File: src/rtl/tdm_mux_8x1.sv
// 8-channel time-division multiplexer: captures 8 parallel bits on start
// and emits them serially, one channel per clock, with the index on S.
module tdm_mux_8x1 #(
   parameter bit MSB_FIRST = 1'b0
) (
   input  logic       clk,
   input  logic       rst,
   input  logic [7:0] D,
   input  logic       start,
   output logic       Y,
   output logic [2:0] S,
   output logic       valid,
   output logic       last,
   output logic       busy
);

   typedef enum logic {
      IDLE,
      SEND
   } state_t;

   localparam logic [2:0] FIRST = MSB_FIRST ? 3'd7 : 3'd0;
   localparam logic [2:0] LAST  = MSB_FIRST ? 3'd0 : 3'd7;

   state_t     state_q, state_d;
   logic [7:0] shadow_q, shadow_d;
   logic [2:0] s_q, s_d;
   logic       y_q, y_d;
   logic [2:0] next_idx;

   assign next_idx = MSB_FIRST ? (s_q - 3'd1) : (s_q + 3'd1);

   always_comb begin
      state_d  = state_q;
      shadow_d = shadow_q;
      s_d      = s_q;
      y_d      = y_q;
      unique case (state_q)
         IDLE: begin
            if (start) begin
               state_d  = SEND;
               shadow_d = D;
               s_d      = FIRST;
               y_d      = D[FIRST];
            end
         end
         SEND: begin
            if (s_q == LAST) begin
               // start on the final slot chains the next frame with no gap
               if (start) begin
                  shadow_d = D;
                  s_d      = FIRST;
                  y_d      = D[FIRST];
               end else begin
                  state_d = IDLE;
                  s_d     = 3'd0;
                  y_d     = 1'b0;
               end
            end else begin
               s_d = next_idx;
               y_d = shadow_q[next_idx];
            end
         end
      endcase
   end

   always_ff @(posedge clk) begin
      if (rst) begin
         state_q  <= IDLE;
         shadow_q <= 8'h00;
         s_q      <= 3'd0;
         y_q      <= 1'b0;
      end else begin
         state_q  <= state_d;
         shadow_q <= shadow_d;
         s_q      <= s_d;
         y_q      <= y_d;
      end
   end

   assign busy  = (state_q == SEND);
   assign valid = busy;
   assign last  = busy && (s_q == LAST);
   assign Y     = y_q;
   assign S     = s_q;

endmodule

File: config.mk
export PLATFORM = sky130hd
export DESIGN_NAME = tdm_mux_8x1
export DESIGN_NICKNAME = d
export VERILOG_FILES = /design/src/rtl/tdm_mux_8x1.sv
export SDC_FILE = /design/constraint.sdc
export NUM_CORES = 1
export LEC_CHECK = 0
export ABC_CLOCK_PERIOD_IN_PS = 2500
export BUFFER_PORTS_ARGS = -buffer_cell sky130_fd_sc_hd__buf_2
export CAP_MARGIN = 10
export CELL_PAD_IN_SITES_DETAIL_PLACEMENT = 0
export CELL_PAD_IN_SITES_GLOBAL_PLACEMENT = 1
export CORE_MARGIN = 1.5
export CORE_UTILIZATION = 41
export CTS_BUF_LIST = sky130_fd_sc_hd__clkbuf_8
export DETAILED_ROUTE_END_ITERATION = 12
export PLACE_DENSITY = 0.82
export RECOVER_POWER = 100
export SLEW_MARGIN = 20
export SYNTH_ARGS = -nofsm -noshare
export SYNTH_HDL_FRONTEND = slang
export SYNTH_SLANG_ARGS = --single-unit
File: constraint.sdc
create_clock -name clk -period 2.5 [get_ports clk]
set_input_delay 0.625 -clock clk [delete_from_list [all_inputs] [get_ports clk]]
set_output_delay 0.625 -clock clk [all_outputs]
set_load 0.01 [all_outputs]
==> impl_metrics.env <==
export IMPL_outcome="completed"
export IMPL_synth_xor_area_share_pct=0
export IMPL_finalSetupViolations=0
export IMPL_wl_per_cell_um=13.9
export IMPL_post_synth_inst_count=70
export IMPL_cts_reportedPaths_clkPinSlew_ns=0.05
export IMPL_hold_violations=0
export IMPL_routed_via_count=579
export IMPL_timing_slew_headroom_pct=60.1
export IMPL_worstMarginPinSlew_ns=0.597
export IMPL_min_period_over_period_pct=78.9
export IMPL_synth_simple_gate_area_share_pct=18.3
export IMPL_synth_mux_area_share_pct=8.52
export IMPL_drtIter0Drc=21
export IMPL_syn_mean_instance_area_sq_um=8.81
export IMPL_ctsRootBufferMaster="sky130_fd_sc_hd__clkbuf_8"
export IMPL_synth_top_family_by_area="compound AO/OA/AOI/OAI gates"
export IMPL_netSwitchingPower_mw=0.114
export IMPL_drt_pass1_iter_count=4
export IMPL_power_frac_clock_pct=38.5
export IMPL_first_global_vias=545
export IMPL_met2_length_um=682
export IMPL_worstSetupEndpoint="last"
export IMPL_reg2reg_from="S[0]$_SDFFE_PP0P_"
export IMPL_met1_length_um=627
export IMPL_dr_wl_met3_um=84
export IMPL_postPlaceCellArea_sq_um=697
export IMPL_synth_compound_area_share_pct=19.9
export IMPL_syn_to_final_growth_pct=18.9
export IMPL_endpoint_kind_of_the_worst_setup_timing_path="primary output"
export IMPL_combinationalPowerShare_pct=12.4
export IMPL_critical_path_startpoint_type="register"
export IMPL_worst_skew_pair_later_pin_latency_ns=0.24
export IMPL_design_core_area_sq_um=1350
export IMPL_finalNetCount=101
export IMPL_cts_max_level=1
export IMPL_num_antenna_cells=0
export IMPL_routed_wirelength_um=1410
export IMPL_layout_common_cells="sky130_fd_sc_hd__dfxtp_1 (13), sky130_fd_sc_hd__a21oi_1 (11), sky130_fd_sc_hd__buf_2 (10)"
export IMPL_cts_hold_fix_buffers=0
export IMPL_cp_data_required_time_ns=1.88
export IMPL_cts_repair_timing_setup_buffer_count=0
export IMPL_worst_path_largest_cell_delay_ns=0.46
export IMPL_final_max_slew_violation_count=0
export IMPL_yosys_area_share_adder_pct=6.09
export IMPL_sequentialPowerShare_pct=49.1
export IMPL_cts_repair_resize_count=0
export IMPL_leakage_power_total_nw=0.296
export IMPL_vdd_ir_drop_worst_uv=295
export IMPL_power_density_relative_to_cell_area_nw_per_um2=635
export IMPL_cts_buffers_inserted=3
export IMPL_clkSinkCount=13
export IMPL_cp_startpoint="S[0]$_SDFFE_PP0P_"
export IMPL_synth_net_count=84
export IMPL_critPathKind="register to primary output"
export IMPL_synth_sequential_area_ratio_pct=42.2
export IMPL_worst_endpoint_data_arrival_time_ns=1.35
export IMPL_rr_worst_depth=5
export IMPL_detailed_place_hpwl_um=970
export IMPL_fmaxAchievable_mhz=507
export IMPL_critical_path_most_common_cell="sky130_fd_sc_hd__ha_1"
export IMPL_setup_tns_ns=0
export IMPL_worst_path_max_delay_cell="sky130_fd_sc_hd__dfxtp_1"
export IMPL_synth_yosys_warnings=0
export IMPL_io_pins=18
export IMPL_r2r_end="Y$_SDFFE_PP0P_"
export IMPL_post_route_cells_drive_above_1_share_pct=16.3
export IMPL_place_gp_congestion=0.740
export IMPL_layout_cells_non_filler=101
export IMPL_rsz_0062_raised_after_global_routing="no"
export IMPL_synthesized_area_sq_um=617
export IMPL_n_fill_cell=144
export IMPL_grt_max_degree=15
export IMPL_grt_first_pass_wirelength_um=2480
export IMPL_grt_util_all_layers_pct=18.1
export IMPL_timing_critical_path_fanout_max=6
export IMPL_antenna_violations_before_repair=0
export IMPL_yosys_register_bits=13
export IMPL_reg2reg_slack_ns=0.66
export IMPL_via_per_inst=5.73
export IMPL_chipWidth_um=41.8
export IMPL_floorplan_die_height_um=41.8
export IMPL_post_route_min_period_ns=1.97
export IMPL_crit_chain="ha_1 -> ha_1 -> and2_1 -> clkbuf_1"
export IMPL_minimum_hold_slack_ns=0.476
export IMPL_dieArea_sq_um=1750
export IMPL_start_util_pct=45.7
export IMPL_fin_area_sq_um=733
export IMPL_post_route_antenna_net_violation_count=0
export IMPL_tritoncts="yes"
export IMPL_placement_rows=13
export IMPL_switching_share_pct=24.5
export IMPL_holdCritPathClass="register to register"
export IMPL_largest_clock_skew_in_the_final_design_ns=0.00156
export IMPL_yosysUniqueCellTypes=20
export IMPL_grt_overflow_total=0
export IMPL_clock_tree_buffer_depth=2
export IMPL_dp_cells=97
export IMPL_layout_cells_most_common="sky130_fd_sc_hd__dfxtp_1"
export IMPL_maxCapViolations=0
export IMPL_intPower_mw=0.352
export IMPL_top_signal_layer_used="met4"
export IMPL_buffer_ports_inserted=17
export IMPL_drc=0
## metal layers
metal	global-route usage, %	up-vias
met3	3.91	2
met5	0	-
met2	26.3	22
li1	-	282
met4	9.68	0
met1	24.9	273
## cell usage after synthesis
cell type	instances	area [sq um]
sky130_fd_sc_hd__a21oi_1	11	55.1
sky130_fd_sc_hd__buf_2	1	5.00
sky130_fd_sc_hd__nand2b_1	3	18.8
sky130_fd_sc_hd__nand3b_1	1	7.51
sky130_fd_sc_hd__nor2_1	5	18.8
sky130_fd_sc_hd__o21ai_1	1	5.00
sky130_fd_sc_hd__a32o_1	2	20.0
sky130_fd_sc_hd__mux2i_1	3	30.0
sky130_fd_sc_hd__nand3_1	8	40.0
sky130_fd_sc_hd__a211oi_1	1	7.51
sky130_fd_sc_hd__o21ai_0	7	35.0
sky130_fd_sc_hd__ha_1	3	37.5
sky130_fd_sc_hd__mux4_2	1	22.5
sky130_fd_sc_hd__nor3b_1	2	15.0
sky130_fd_sc_hd__nor2b_1	1	6.26
sky130_fd_sc_hd__dfxtp_1	13	260
sky130_fd_sc_hd__inv_1	2	7.51
sky130_fd_sc_hd__buf_4	1	7.51
sky130_fd_sc_hd__clkbuf_1	3	11.3
sky130_fd_sc_hd__and2_1	1	6.26
## metrics by stage
| stage | util, % | power (mW) | setup WS (ns) |
|---|---|---|---|
| floorplan | - | 0.270 | 0.789 |
| global placement | 51.6 | 0.291 | 0.774 |
| detailed placement | 51.6 | 0.292 | 0.671 |
| CTS | 55.0 | 0.474 | 0.533 |
| global route | 54.3 | 0.487 | 0.447 |
| finish | 54.3 | 0.466 | 0.528 |
## worst max-delay path: cells and delay by family (launching register included)
family	cells	cell delay [ns]
and+or+nand+nor	1	0.12
adders and majority gates	2	0.38
buffers and inverters	1	0.14
DFF	1	0.46
## final cells by class
| class | count | area, sq um | area share (%) |
|---|---|---|---|
| sequential | 13 | 260 | 35.5 |
| inverter | 2 | 7.51 | 1.02 |
| timing repair buffer | 17 | 76.3 | 10.4 |
| clock buffer | 3 | 41.3 | 5.63 |
| clock inverter | 1 | 3.75 | 0.512 |
| multi-input combinational | 50 | 325 | 44.4 |
| tap | 15 | 18.8 | 2.56 |
## worst min path at each step
stage	end	from	cells past startpoint	slack, ns
floorplan	shadow_q[7]$_SDFFE_PP0P_	shadow_q[7]$_SDFFE_PP0P_	2	0.44
global placement	shadow_q[0]$_SDFFE_PP0P_	shadow_q[0]$_SDFFE_PP0P_	2	0.47
detailed placement	shadow_q[7]$_SDFFE_PP0P_	shadow_q[7]$_SDFFE_PP0P_	2	0.47
CTS	shadow_q[7]$_SDFFE_PP0P_	shadow_q[7]$_SDFFE_PP0P_	2	0.48
global route	shadow_q[6]$_SDFFE_PP0P_	shadow_q[6]$_SDFFE_PP0P_	2	0.50
finish	shadow_q[0]$_SDFFE_PP0P_	shadow_q[0]$_SDFFE_PP0P_	2	0.48
## power groups by stage
stage                     Combinational (mW)  Clock [mW]  Sequential [mW]
after floorplan                       0.0379           0            0.232
after global placement                0.0588           0            0.232
after detailed placement              0.0593           0            0.233
after CTS                             0.0597       0.186            0.228
after global routing                  0.0647       0.192            0.230
final                                 0.0580       0.179            0.228
## cells by family after synthesis
group	after synthesis
muxes	4
AOI/OAI and AO/OA	22
and+or+nand+nor	21
DFF	13
buffers and inverters	7
adders and majority gates	3
## state kept, by name, indices dropped and copies added, names as in the netlist
signal and cells:
shadow_q 8, S 3, Y 1, busy 1
Power figures use the tool's default switching activity.
